==> src/rtl/pc_seq_pkg.sv <==
// pc_seq_pkg: shared types and default parameters for the fetch-stage
// program-counter sequencer (pc_seq) and its return-address stack.
//   next_sel_t    : next-PC source selector
//   PC_WIDTH_DEF  : default address width
//   RAS_DEPTH_DEF : default return-address stack depth
package pc_seq_pkg;

    localparam int unsigned PC_WIDTH_DEF  = 32;
    localparam int unsigned RAS_DEPTH_DEF = 4;

    typedef enum logic [2:0] {
        SEL_INC,
        SEL_BRANCH,
        SEL_JUMP,
        SEL_CALL,
        SEL_RET
    } next_sel_t;

endpackage

==> src/rtl/pc_seq_ras.sv <==
// ras_stack: circular LIFO holding return addresses for pc_seq.
// Built only when PC_SEQ_RAS_EN is defined.
//   clk, rst : clock, asynchronous active-high reset (clears pointer/count)
//   push     : write din on top; when full the oldest entry is overwritten
//   pop      : discard top; ignored when empty
//   din      : address to push
//   top      : most recently pushed live entry (don't-care when empty)
//   empty    : count == 0 (registered state)
//   full     : count == DEPTH (registered state)
//   ovf, unf : this cycle's push/pop overflows/underflows
`ifdef PC_SEQ_RAS_EN
module ras_stack
    import pc_seq_pkg::*;
#(
    parameter int unsigned WIDTH = PC_WIDTH_DEF,
    parameter int unsigned DEPTH = RAS_DEPTH_DEF
) (
    input  logic             clk,
    input  logic             rst,
    input  logic             push,
    input  logic             pop,
    input  logic [WIDTH-1:0] din,
    output logic [WIDTH-1:0] top,
    output logic             empty,
    output logic             full,
    output logic             ovf,
    output logic             unf
);

    localparam int unsigned AW = $clog2(DEPTH);
    localparam int unsigned CW = AW + 1;

    logic [WIDTH-1:0] mem_q [DEPTH];
    logic [AW-1:0]    ptr_q, ptr_d;
    logic [CW-1:0]    cnt_q, cnt_d;
    logic             wr_en;

    // ptr_q is the next write slot; the top lives one below it. Because
    // DEPTH is a power of two the pointer wraps naturally, which is what
    // makes an overflowing push replace the oldest entry.
    assign empty = (cnt_q == '0);
    assign full  = (cnt_q == CW'(DEPTH));
    assign top   = mem_q[ptr_q - AW'(1)];

    always_comb begin
        ptr_d = ptr_q;
        cnt_d = cnt_q;
        wr_en = 1'b0;
        ovf   = 1'b0;
        unf   = 1'b0;
        if (pop) begin
            if (empty) begin
                unf = 1'b1;
            end else begin
                ptr_d = ptr_q - AW'(1);
                cnt_d = cnt_q - CW'(1);
            end
        end else if (push) begin
            wr_en = 1'b1;
            ptr_d = ptr_q + AW'(1);
            if (full) begin
                ovf = 1'b1;
            end else begin
                cnt_d = cnt_q + CW'(1);
            end
        end
    end

    always_ff @(posedge clk or posedge rst) begin
        if (rst) begin
            ptr_q <= '0;
            cnt_q <= '0;
        end else begin
            ptr_q <= ptr_d;
            cnt_q <= cnt_d;
        end
    end

    // Entry contents need no reset; only pointer and count are architectural.
    always_ff @(posedge clk) begin
        if (wr_en) begin
            mem_q[ptr_q] <= din;
        end
    end

endmodule
`endif

==> src/rtl/pc_seq.sv <==
// pc_seq: fetch-stage program-counter sequencer.
// Selects the next PC each cycle: ret > call > jump > branch > increment.
// Configuration macro: PC_SEQ_RAS_EN builds the return-address stack;
// without it call acts as jump, ret acts as increment, and the RAS status
// outputs are tied off (empty=1, full=0, err=0).
//   clk, rst   : clock, asynchronous active-high reset
//   stall      : hold all state, ignore redirects
//   branch_en  : pc <= pc + branch_off (two's complement, wraps)
//   branch_off : signed branch offset
//   jump_en    : pc <= target
//   call_en    : push pc+1, pc <= target
//   ret_en     : pc <= RAS top and pop (pc+1 and error if empty)
//   target     : absolute jump/call address
//   pc         : current instruction address (registered)
//   ras_empty, ras_full : RAS occupancy (registered)
//   ras_err    : sticky overflow/underflow flag, cleared only by rst
module pc_seq
    import pc_seq_pkg::*;
#(
    parameter int unsigned      WIDTH     = PC_WIDTH_DEF,
    parameter int unsigned      RAS_DEPTH = RAS_DEPTH_DEF,
    parameter logic [WIDTH-1:0] RESET_PC  = '0
) (
    input  logic             clk,
    input  logic             rst,
    input  logic             stall,
    input  logic             branch_en,
    input  logic [WIDTH-1:0] branch_off,
    input  logic             jump_en,
    input  logic             call_en,
    input  logic             ret_en,
    input  logic [WIDTH-1:0] target,
    output logic [WIDTH-1:0] pc,
    output logic             ras_empty,
    output logic             ras_full,
    output logic             ras_err
);

    logic [WIDTH-1:0] pc_q, pc_d;
    logic [WIDTH-1:0] pc_inc;
    logic [WIDTH-1:0] pc_br;
    next_sel_t        sel;

    assign pc_inc = pc_q + WIDTH'(1);
    assign pc_br  = pc_q + branch_off;
    assign pc     = pc_q;

`ifdef PC_SEQ_RAS_EN
    logic [WIDTH-1:0] ras_top;
    logic             ras_push, ras_pop;
    logic             ras_ovf, ras_unf;
    logic             err_q, err_d;

    always_comb begin
        if (ret_en)         sel = SEL_RET;
        else if (call_en)   sel = SEL_CALL;
        else if (jump_en)   sel = SEL_JUMP;
        else if (branch_en) sel = SEL_BRANCH;
        else                sel = SEL_INC;
    end

    assign ras_push = !stall && (sel == SEL_CALL);
    assign ras_pop  = !stall && (sel == SEL_RET);

    ras_stack #(
        .WIDTH (WIDTH),
        .DEPTH (RAS_DEPTH)
    ) u_ras (
        .clk   (clk),
        .rst   (rst),
        .push  (ras_push),
        .pop   (ras_pop),
        .din   (pc_inc),
        .top   (ras_top),
        .empty (ras_empty),
        .full  (ras_full),
        .ovf   (ras_ovf),
        .unf   (ras_unf)
    );

    always_comb begin
        err_d = err_q | ras_ovf | ras_unf;
    end

    always_ff @(posedge clk or posedge rst) begin
        if (rst) begin
            err_q <= 1'b0;
        end else begin
            err_q <= err_d;
        end
    end

    assign ras_err = err_q;
`else
    logic ret_unused;

    // Without a stack, call degenerates to jump and ret has no effect.
    always_comb begin
        if (call_en || jump_en) sel = SEL_JUMP;
        else if (branch_en)     sel = SEL_BRANCH;
        else                    sel = SEL_INC;
    end

    assign ret_unused = ret_en;
    assign ras_empty  = 1'b1;
    assign ras_full   = 1'b0;
    assign ras_err    = 1'b0;
`endif

    always_comb begin
        pc_d = pc_q;
        if (!stall) begin
            case (sel)
                SEL_BRANCH: pc_d = pc_br;
                SEL_JUMP:   pc_d = target;
`ifdef PC_SEQ_RAS_EN
                SEL_CALL:   pc_d = target;
                // Underflowing return falls through to the next sequential address.
                SEL_RET:    pc_d = ras_empty ? pc_inc : ras_top;
`endif
                default:    pc_d = pc_inc;
            endcase
        end
    end

    always_ff @(posedge clk or posedge rst) begin
        if (rst) begin
            pc_q <= RESET_PC;
        end else begin
            pc_q <= pc_d;
        end
    end

endmodule

==> config.mk <==
export PLATFORM = sky130hd
export DESIGN_NAME = pc_seq
export DESIGN_NICKNAME = d
export VERILOG_FILES = /design/src/rtl/pc_seq_pkg.sv /design/src/rtl/pc_seq_ras.sv /design/src/rtl/pc_seq.sv
export SDC_FILE = /design/constraint.sdc
export NUM_CORES = 1
export LEC_CHECK = 0
export CAP_MARGIN = 30
export CORE_MARGIN = 1.5
export CORE_UTILIZATION = 45
export DETAILED_ROUTE_END_ITERATION = 7
export PLACE_DENSITY_LB_ADDON = 0.05
export SETUP_SLACK_MARGIN = 0.02
export SYNTH_ARGS = -nofsm -noshare
export SYNTH_HDL_FRONTEND = slang
export SYNTH_SLANG_ARGS = --single-unit
==> constraint.sdc <==
create_clock -name clk -period 3.4 [get_ports clk]
set_input_delay 0.68 -clock clk [delete_from_list [all_inputs] [get_ports clk]]
set_output_delay 0.68 -clock clk [all_outputs]
set_load 0.05 [all_outputs]
==> results of run 1 <==
[layer usage]
metal  global-route usage [%]  up-vias
li1                         -     1905
met1                     33.1     1807
met2                     50.0       99
met3                     3.60       12
met4                     5.59        0
met5                        0        -
[worst max-delay path: cells and delay by family]
family / cells / cell delay, ns
buffers and inverters: 1 / 0.43
adder cells (fa/ha/maj): 1 / 0.30
AO/OA/AOI/OAI: 5 / 1.08
AND/OR/NAND/NOR: 4 / 0.99
[area by class of cell]
cell class / instances / area, um^2
clock buffer: 6 / 72.6
clock inverter: 1 / 5.00
fill: 584 / 1820
inverter: 7 / 26.3
multi-input combinational: 355 / 2590
sequential: 32 / 801
tap: 99 / 124
timing repair buffer: 201 / 1770
[cell families after synthesis]
family / share of synthesized area (%)
simple gates: 21.8
compound gates: 27.0
buf+inv: 4.36
fa+ha+maj: 12.2
flops: 23.9
xor+xnor: 6.26
mux: 4.33
other cells: 0.224
[through the flow]
step / instances / hold slack, ns
finish: 701 / 0.527
global route: 701 / 0.548
CTS: 697 / 0.532
detailed placement: 688 / 0.511
global placement: 688 / 0.500
floorplan: 423 / 0.790
[cell usage in the layout, fill, tap and decap left out, types with 3 or more instances in the layout]
cell             netlist  layout
a21o_1                 7       7
a21oi_1               45      44
and3_1                33      31
buf_4                  3      98
clkbuf_8               0       5
clkdlybuf4s50_1        0      96
conb_1                 2       3
dfrtp_1               32      32
ha_1                  31      22
ha_4                   0       8
inv_1                  7       7
mux2_2                 4       4
mux2i_1               10      10
nand2_1               50      50
nand2b_1               3       3
nand3_1                7       6
nand3b_1               4       4
nand4_1                5       5
nor2_1                22      21
nor3b_1                6       6
o211ai_1               4       4
o21ai_0               39      36
o21ai_1                1       3
o21bai_1               6       6
o31ai_1                7       6
or3_1                  3       3
xnor2_1               13      13
xor2_1                11      11
[repair_timing]
| item | 4_1_cts | 5_1_grt |
|---|---|---|
| hold buffers | 0 | 0 |
| hold endpoints to repair | 0 | 0 |
| gates resized for setup | 10 | 22 |
| setup buffers | 2 | 4 |
| endpoints found under the setup margin | 17 | 18 |
| pin swaps | 7 | 12 |
[power by group through the flow]
stage / clock [uW] / combinational, uW / sequential [uW]
after floorplan: 0 / 337 / 649
after global placement: 0 / 901 / 481
after detailed placement: 0 / 912 / 484
after CTS: 299 / 928 / 479
after global routing: 320 / 1030 / 490
final: 292 / 958 / 484
[worst paths after layout]
path,startpoint,to,cells past startpoint
worst min-delay path,pc[20],pc[20],2
min in group asynchronous,rst,pc[29],2
worst max-delay path,branch_off[5],pc[30],11
worst min register to register,pc[20],pc[20],2
worst max register to register,pc[0],pc[30],10
max in group asynchronous,rst,pc[10],3
==> impl_results.html, run 1 <==
<table>
<tr><th>Metric</th><th>Value</th></tr>
<tr><th colspan="2">Power and ir drop</th></tr>
<tr><td>Worst IR drop on VDD</td><td>approximately 0.25 mV</td></tr>
<tr><td>Power density over the cells</td><td>322 mW/mm^2</td></tr>
<tr><td>Combinational Power Share</td><td>55.2%</td></tr>
<tr><td>Portion of total power attributed to the clock network</td><td>16.8%</td></tr>
<tr><td>Static leakage</td><td>0.00248 uW</td></tr>
<tr><td>Sw Pwr</td><td>~700 uW</td></tr>
<tr><td>Switching power as a share of total power</td><td>between 40% and 50%</td></tr>
<tr><td>Internal power summed over all cells</td><td>just over 1000 uW</td></tr>
<tr><td>Portion of total power attributed to sequential cells</td><td>27.9%</td></tr>
<tr><td>Overall power of the completed layout</td><td>1730 uW</td></tr>
<tr><th colspan="2">STA</th></tr>
<tr><td>Layout Skew</td><td>approximately 0.012 ns</td></tr>
<tr><td>Fin crit share</td><td>a little over nine tenths</td></tr>
<tr><td>Max Fclk</td><td>307 MHz</td></tr>
<tr><td>Setup repair after global routing missed its margin</td><td>no</td></tr>
<tr><td>Final count of pins violating max slew</td><td>0</td></tr>
<tr><td>Max_slew headroom</td><td>between 40% and 50%</td></tr>
<tr><td>Final worst path period need</td><td>3.26 ns</td></tr>
<tr><td>Actual slew at the worst max-slew pin</td><td>between 0.8 and 0.9 ns</td></tr>
<tr><td>Total of endpoints with negative setup slack in the final report</td><td>0</td></tr>
<tr><td>Minimum setup slack in the final design</td><td>0.138 ns</td></tr>
<tr><td>TNS Setup</td><td>0 ns</td></tr>
<tr><td>Number of failing hold endpoints at the final stage</td><td>0</td></tr>
<tr><th colspan="2">Routing</th></tr>
<tr><td>Average via count per standard cell</td><td>5.45</td></tr>
<tr><td>Overall routed net length</td><td>10800 um</td></tr>
<tr><td>Number of search-and-repair iterations in the first detailed-routing pass</td><td>4</td></tr>
<tr><td>Residual DRC count</td><td>0</td></tr>
<tr><td>Uppermost layer routed</td><td>met4</td></tr>
<tr><td>Routed length on met3</td><td>approximately 460 um</td></tr>
<tr><td>Routed metal-1 wire length</td><td>4820 um</td></tr>
<tr><td>Drt wl/cell</td><td>15.4 um</td></tr>
<tr><td>Detail Route met2 WL</td><td>5370 um</td></tr>
<tr><td>Vias</td><td>3823</td></tr>
<tr><td>Number of antenna-violating nets in the routed design</td><td>0</td></tr>
<tr><td>First-iteration detailed-routing DRC count</td><td>132</td></tr>
<tr><th colspan="2">Status</th></tr>
<tr><td>Result of the run</td><td>finished, final reports clean</td></tr>
<tr><th colspan="2">Yosys</th></tr>
<tr><td>Post-Synthesis Cells</td><td>422</td></tr>
<tr><td>Synth cell types</td><td>57</td></tr>
<tr><td>Asr flop ratio synth</td><td>100%</td></tr>
<tr><td>Dominant cell by count in the synthesized netlist</td><td>nand2_1</td></tr>
<tr><td>Count of yosys warnings during synthesis</td><td>0</td></tr>
<tr><td>Library cell occupying the most area in the post-synthesis netlist</td><td>dfrtp_1</td></tr>
<tr><td>Total of flip-flops plus latches after synthesis</td><td>32</td></tr>
<tr><td>Average footprint of a synthesized cell</td><td>7.95 um^2</td></tr>
<tr><td>Synth cell count leaders</td><td>nand2_1, a21oi_1, o21ai_0</td></tr>
<tr><td>Area share of the leading cell type in the synthesized netlist</td><td>23.9%</td></tr>
<tr><td>Primary FF master, synth</td><td>dfrtp_1</td></tr>
<tr><td>Number of flops mapped to enable cells by yosys</td><td>0</td></tr>
<tr><td>Fraction of the yosys area taken by sequential cells</td><td>23.9%</td></tr>
<tr><td>Netlist Area Pre-Place</td><td>0.00336 mm^2</td></tr>
<tr><td>Largest cells by area after synthesis</td><td>dfrtp_1, ha_1, a21oi_1, and3_1, o21ai_0</td></tr>
<tr><th colspan="2">Clocking</th></tr>
<tr><td>Maximum level of the CTS H-tree</td><td>2</td></tr>
<tr><td>Clock tree from TritonCTS</td><td>done</td></tr>
<tr><td>Number of clock buffers inserted by TritonCTS</td><td>5</td></tr>
<tr><td>CTS sink cnt</td><td>32</td></tr>
<tr><td>Maximum root-to-sink buffer count</td><td>2</td></tr>
<tr><td>Clock input transition at the sequential cells of the worst setup and hold paths</td><td>0.08 ns</td></tr>
<tr><td>CTS root buf</td><td>clkbuf_8</td></tr>
<tr><td>Clock latency at the later pin of the worst-skew pair</td><td>0.29 ns</td></tr>
<tr><th colspan="2">Global routing</th></tr>
<tr><td>Vias in the first global route</td><td>3665</td></tr>
<tr><td>Wire length of the first global-routing pass</td><td>16700 um</td></tr>
<tr><td>Initial antenna violation count</td><td>0</td></tr>
<tr><td>Remaining Overflow, GRT</td><td>0</td></tr>
<tr><td>Combined global-route utilization of all metal layers</td><td>a little over a quarter</td></tr>
<tr><td>Maximum number of pins on one net before global-route repair</td><td>67</td></tr>
<tr><th colspan="2">Setup path</th></tr>
<tr><td>Crit path launch type</td><td>input pin</td></tr>
<tr><td>Max Fanout on Critical Path</td><td>3</td></tr>
<tr><td>Critical setup path kind</td><td>in2reg</td></tr>
<tr><td>Cell at the slowest stage of the critical path</td><td>or4b_1</td></tr>
<tr><td>Highest cell delay on the worst timing path</td><td>0.53 ns</td></tr>
<tr><td>Worst reg-to-reg setup slack</td><td>approximately 0.60 ns</td></tr>
<tr><td>Series of cell instances along the critical path</td><td>clkdlybuf4s50_1 -&gt; and3_1 -&gt; ha_1 -&gt; and3_4 -&gt; a221oi_4 -&gt; o311ai_4 -&gt; o31ai_4 -&gt; a2111oi_4 -&gt; o31ai_2 -&gt; or4b_1 -&gt; nand3_1</td></tr>
<tr><td>Required time reported for the critical path endpoint</td><td>3.63 ns</td></tr>
<tr><td>Critical Path AT</td><td>3.49 ns</td></tr>
<tr><td>Nature of the critical path endpoint</td><td>register</td></tr>
<tr><th colspan="2">Die</th></tr>
<tr><td>Die boundary height</td><td>89.4 um</td></tr>
<tr><td>Core region area</td><td>0.00721 mm^2</td></tr>
<tr><td>Starting density of the core</td><td>a little under half</td></tr>
<tr><td>Standard-cell row count</td><td>31</td></tr>
<tr><td>Total Die Area</td><td>0.00798 mm^2</td></tr>
<tr><td>I/O Pins</td><td>about 110</td></tr>
<tr><td>Die extent in x</td><td>89.4 um</td></tr>
<tr><th colspan="2">Place</th></tr>
<tr><td>Post-place setup slack</td><td>-0.585 ns</td></tr>
<tr><td>Detail Placement HPWL</td><td>around 8000 um</td></tr>
<tr><td>Cell Area, Placed</td><td>roughly 0.0051 mm^2</td></tr>
<tr><td>IO Port Bufs</td><td>101</td></tr>
<tr><td>Final GP Congestion</td><td>between 0.8 and 0.9</td></tr>
<tr><th colspan="2">Final layout</th></tr>
<tr><td>Final design utilization</td><td>74.7%</td></tr>
<tr><td>Reg with most FFs</td><td>pc</td></tr>
<tr><td>Biggest registers after layout</td><td>pc x32</td></tr>
<tr><td>Number of nets in the finished design</td><td>705</td></tr>
<tr><td>Number of diodes added for antenna fixing</td><td>0</td></tr>
<tr><td>Area of all placed cells without fillers</td><td>roughly 0.0054 mm^2</td></tr>
<tr><td>Fraction of layout cells with a size suffix above 1</td><td>between 20% and 30%</td></tr>
<tr><td>Synthesis-to-layout area growth</td><td>60.6%</td></tr>
<tr><td>Max reg flops</td><td>32</td></tr>
<tr><th colspan="2">Job</th></tr>
<tr><td>Max Cap Violations</td><td>0</td></tr>
<tr><th colspan="2">Hold path</th></tr>
<tr><td>Worst hold path class</td><td>reg2reg</td></tr>
</table>
No activity file was read; power rests on OpenSTA's default activity.
==> inputs of run 2 (changes only) <==
Settings changed: CTS_CLUSTER_SIZE from default to 25, SYNTH_HIERARCHICAL from default to 1.
==> results of run 2 <==
The final DEF is identical to that of run 1; final timing and power are the same.
Among the figures that moved: Yosys warning count 0 -> 6
==> inputs of run 3 (changes only) <==
Settings changed: CTS_BUF_LIST from default to sky130_fd_sc_hd__clkbuf_2.
==> run 3 against run 2 <==
  * Synthesized area stayed put
  * Count of clock-buffer cells in the layout stayed put
  * Utilization is 0.82 points lower
  * Synthesized cell count stayed put
  * Cell count is 0.14% lower
  * Clock skew is 0.011 ns higher
  * Non-clock buffer count is 1 lower
  * Sequential power hardly changed
  * Critical path type unchanged
==> impl_results.html, run 3 <==
<table>
<tr><th>Metric</th><th>Value</th></tr>
<tr><th colspan="2">Power and ir drop</th></tr>
<tr><td>Static leakage</td><td>0.00247 uW</td></tr>
<tr><td>Overall power of the completed layout</td><td>1620 uW</td></tr>
<tr><td>Worst IR drop on VDD</td><td>between 0.2 and 0.25 mV</td></tr>
<tr><td>Power density over the cells</td><td>304 mW/mm^2</td></tr>
<tr><th colspan="2">Setup path</th></tr>
<tr><td>Critical setup path kind</td><td>in2reg</td></tr>
<tr><td>Nature of the critical path endpoint</td><td>register</td></tr>
<tr><td>Crit path launch type</td><td>input pin</td></tr>
<tr><td>Required time reported for the critical path endpoint</td><td>3.71 ns</td></tr>
<tr><td>Origin of the critical flop-to-flop path</td><td>pc[0]</td></tr>
<tr><td>Max Fanout on Critical Path</td><td>3</td></tr>
<tr><td>Critical Path AT</td><td>3.58 ns</td></tr>
<tr><td>Critical Path Source</td><td>branch_off[0]</td></tr>
<tr><th colspan="2">Final layout</th></tr>
<tr><td>Max reg flops</td><td>32</td></tr>
<tr><td>Biggest registers after layout</td><td>pc x32</td></tr>
<tr><td>Fraction of layout cells with a size suffix above 1</td><td>23.3%</td></tr>
<tr><td>Final design utilization</td><td>73.9%</td></tr>
<tr><td>Synthesis-to-layout area growth</td><td>58.9%</td></tr>
<tr><td>Area of all placed cells without fillers</td><td>0.00533 mm^2</td></tr>
<tr><td>Final-layout fill cell count</td><td>596</td></tr>
<tr><td>Number of diodes added for antenna fixing</td><td>0</td></tr>
<tr><td>Number of nets in the finished design</td><td>704</td></tr>
<tr><td>Highest-count cells in the layout ignoring fill and taps</td><td>clkdlybuf4s50_1, buf_4, nand2_1, a21oi_1, o21ai_0</td></tr>
<tr><td>Reg with most FFs</td><td>pc</td></tr>
<tr><th colspan="2">Global routing</th></tr>
<tr><td>Maximum number of pins on one net before global-route repair</td><td>67</td></tr>
<tr><td>Combined global-route utilization of all metal layers</td><td>a little over a quarter</td></tr>
<tr><td>Met3 GRT Util</td><td>3.14%</td></tr>
<tr><td>Wire length of the first global-routing pass</td><td>roughly 17000 um</td></tr>
<tr><td>Global routing's busiest layer</td><td>met2</td></tr>
<tr><td>Met2 track demand over resource in global routing</td><td>approximately half</td></tr>
<tr><td>Vias in the first global route</td><td>3660</td></tr>
<tr><td>Remaining Overflow, GRT</td><td>0</td></tr>
<tr><td>Initial antenna violation count</td><td>0</td></tr>
<tr><td>Met1 track demand over resource in global routing</td><td>33.1%</td></tr>
<tr><th colspan="2">Routing</th></tr>
<tr><td>Residual DRC count</td><td>0</td></tr>
<tr><td>First-iteration detailed-routing DRC count</td><td>120</td></tr>
<tr><td>Number of antenna-violating nets in the routed design</td><td>0</td></tr>
<tr><td>Drt wl/cell</td><td>15.2 um</td></tr>
<tr><td>Number of search-and-repair iterations in the first detailed-routing pass</td><td>4</td></tr>
<tr><td>Overall routed net length</td><td>approximately 11000 um</td></tr>
<tr><td>Vias</td><td>3810</td></tr>
<tr><td>Average via count per standard cell</td><td>5.44</td></tr>
<tr><th colspan="2">Yosys</th></tr>
<tr><td>Number of flops mapped to enable cells by yosys</td><td>0</td></tr>
<tr><td>Primary FF master, synth</td><td>dfrtp_1</td></tr>
<tr><td>Count of yosys warnings during synthesis</td><td>6</td></tr>
<tr><td>Total of flip-flops plus latches after synthesis</td><td>32</td></tr>
<tr><td>Dominant cell by count in the synthesized netlist</td><td>nand2_1</td></tr>
<tr><td>Netlist Area Pre-Place</td><td>between 0.003 and 0.004 mm^2</td></tr>
<tr><td>Synth cell types</td><td>57</td></tr>
<tr><td>Synth cell count leaders</td><td>nand2_1, a21oi_1, o21ai_0</td></tr>
<tr><td>Area share of the leading cell type in the synthesized netlist</td><td>23.9%</td></tr>
<tr><td>Post-Synthesis Cells</td><td>422</td></tr>
<tr><td>Largest cells by area after synthesis</td><td>dfrtp_1, ha_1, a21oi_1, and3_1, o21ai_0</td></tr>
<tr><td>Average footprint of a synthesized cell</td><td>7.95 um^2</td></tr>
<tr><td>Asr flop ratio synth</td><td>100%</td></tr>
<tr><td>Library cell occupying the most area in the post-synthesis netlist</td><td>dfrtp_1</td></tr>
<tr><td>Fraction of the yosys area taken by sequential cells</td><td>23.9%</td></tr>
<tr><th colspan="2">STA</th></tr>
<tr><td>Total of endpoints with negative setup slack in the final report</td><td>0</td></tr>
<tr><td>Layout Skew</td><td>0.0221 ns</td></tr>
<tr><td>Max_slew headroom</td><td>42.9%</td></tr>
<tr><td>Actual slew at the worst max-slew pin</td><td>0.855 ns</td></tr>
<tr><td>TNS Setup</td><td>0 ns</td></tr>
<tr><td>Max Fclk</td><td>approximately 300 MHz</td></tr>
<tr><td>Setup repair after global routing missed its margin</td><td>no</td></tr>
<tr><td>Final worst path period need</td><td>between 3 and 4 ns</td></tr>
<tr><td>Fin crit share</td><td>96.2%</td></tr>
<tr><td>Number of failing hold endpoints at the final stage</td><td>0</td></tr>
<tr><td>Final count of pins violating max slew</td><td>0</td></tr>
<tr><th colspan="2">Die</th></tr>
<tr><td>Total Die Area</td><td>approximately 0.0080 mm^2</td></tr>
<tr><td>Die extent in x</td><td>89.4 um</td></tr>
<tr><td>Standard-cell row count</td><td>31</td></tr>
<tr><td>Core region area</td><td>0.00721 mm^2</td></tr>
<tr><td>I/O Pins</td><td>106</td></tr>
<tr><td>Starting density of the core</td><td>46.5%</td></tr>
<tr><td>Die boundary height</td><td>89.4 um</td></tr>
<tr><th colspan="2">Clocking</th></tr>
<tr><td>Clock input transition at the sequential cells of the worst setup and hold paths</td><td>0.19 ns</td></tr>
<tr><td>Maximum root-to-sink buffer count</td><td>2</td></tr>
<tr><td>Clock tree from TritonCTS</td><td>done</td></tr>
<tr><td>CTS root buf</td><td>clkbuf_2</td></tr>
<tr><td>CTS sink cnt</td><td>32</td></tr>
<tr><td>Maximum level of the CTS H-tree</td><td>2</td></tr>
<tr><td>Clock latency at the later pin of the worst-skew pair</td><td>0.39 ns</td></tr>
<tr><td>Number of clock buffers inserted by TritonCTS</td><td>5</td></tr>
<tr><th colspan="2">Job</th></tr>
<tr><td>Max Cap Violations</td><td>0</td></tr>
<tr><th colspan="2">Place</th></tr>
<tr><td>IO Port Bufs</td><td>101</td></tr>
<tr><td>Final GP Congestion</td><td>0.884</td></tr>
<tr><td>Detail Placement HPWL</td><td>7980 um</td></tr>
<tr><td>Cell Area, Placed</td><td>0.00511 mm^2</td></tr>
<tr><th colspan="2">Status</th></tr>
<tr><td>Result of the run</td><td>finished, final reports clean</td></tr>
<tr><th colspan="2">Hold path</th></tr>
<tr><td>Worst hold start</td><td>pc[9]</td></tr>
<tr><td>Worst hold path class</td><td>reg2reg</td></tr>
</table>
[run 3: cell counts after synthesis]
Identical to the previous run, type by type.
[run 3: per-stage QoR]
stage,cells,hold slack [ns],setup slack (ns)
2_1_floorplan,423,0.790,0.00903
3_3_place_gp,688,0.500,-0.489
3_5_place_dp,688,0.511,-0.585
4_1_cts,697,0.556,0.0418
5_1_grt,700,0.576,0.0168
6_report,700,0.553,0.128
[run 3: critical path, cell delays in order]
cell and delay (ns):
clkdlybuf4s50_1 0.39, nand3b_1 0.16, ha_2 0.20, fa_2 0.34, a21o_1 0.23, a221oi_4 0.30, o311ai_4 0.14, o31ai_4 0.32
a2111oi_4 0.14, buf_4 0.17, o31ai_4 0.18, o21ai_1 0.08, mux2_2 0.25
[run 3: area by class of cell]
cell class	instances	area (um^2)	share of cell area, %
Timing Repair Buffer	200	1770	33.3
Clock buffer	6	30.0	0.563
Multi-Input combinational cell	355	2570	48.3
Sequential cell	32	801	15.0
Clock inverter	1	5.00	0.0939
Tap cell	99	124	2.32
Inverter	7	26.3	0.493
[run 3: timing repair]
| action | in CTS | in global routing |
|---|---|---|
| setup endpoints to repair | 8 | 17 |
| hold buffers | 0 | 0 |
| buffers inserted | 2 | 3 |
| pin swaps | 6 | 8 |
| gates resized for setup | 7 | 17 |
[run 3: worst paths after layout]
check | end | slack (ns) | depth (start not counted)
max in group asynchronous | pc[10] | 1.91 | 3
worst max-delay path | pc[26] | 0.13 | 13
worst min register to register | pc[9] | 0.55 | 2
min in group asynchronous | pc[29] | 0.72 | 2
worst min-delay path | pc[9] | 0.55 | 2
worst max register to register | pc[26] | 0.53 | 11
[run 3: cell families after synthesis]
logic type / after synthesis / synth area share [%]
AO/OA/AOI/OAI: 138 / 27.0
AND/OR/NAND/NOR: 144 / 21.8
adder cells (fa/ha/maj): 32 / 12.2
buffers and inverters: 36 / 4.36
other: 2 / 0.224
multiplexers: 14 / 4.33
flip-flops: 32 / 23.9
XOR/XNOR: 24 / 6.26
[run 3: layer usage]
layer	part of all wire [%]	wire length, um
met4	1.2	133
met3	4.4	470
met2	51	5380
met1	44	4660
met5	0	0
[run 3: report_power, final]
group | switching, uW | internal [uW]
clock network | 144 | 49.0
registers | 53.2 | 429
logic | 503 | 445
total | 700 | 924
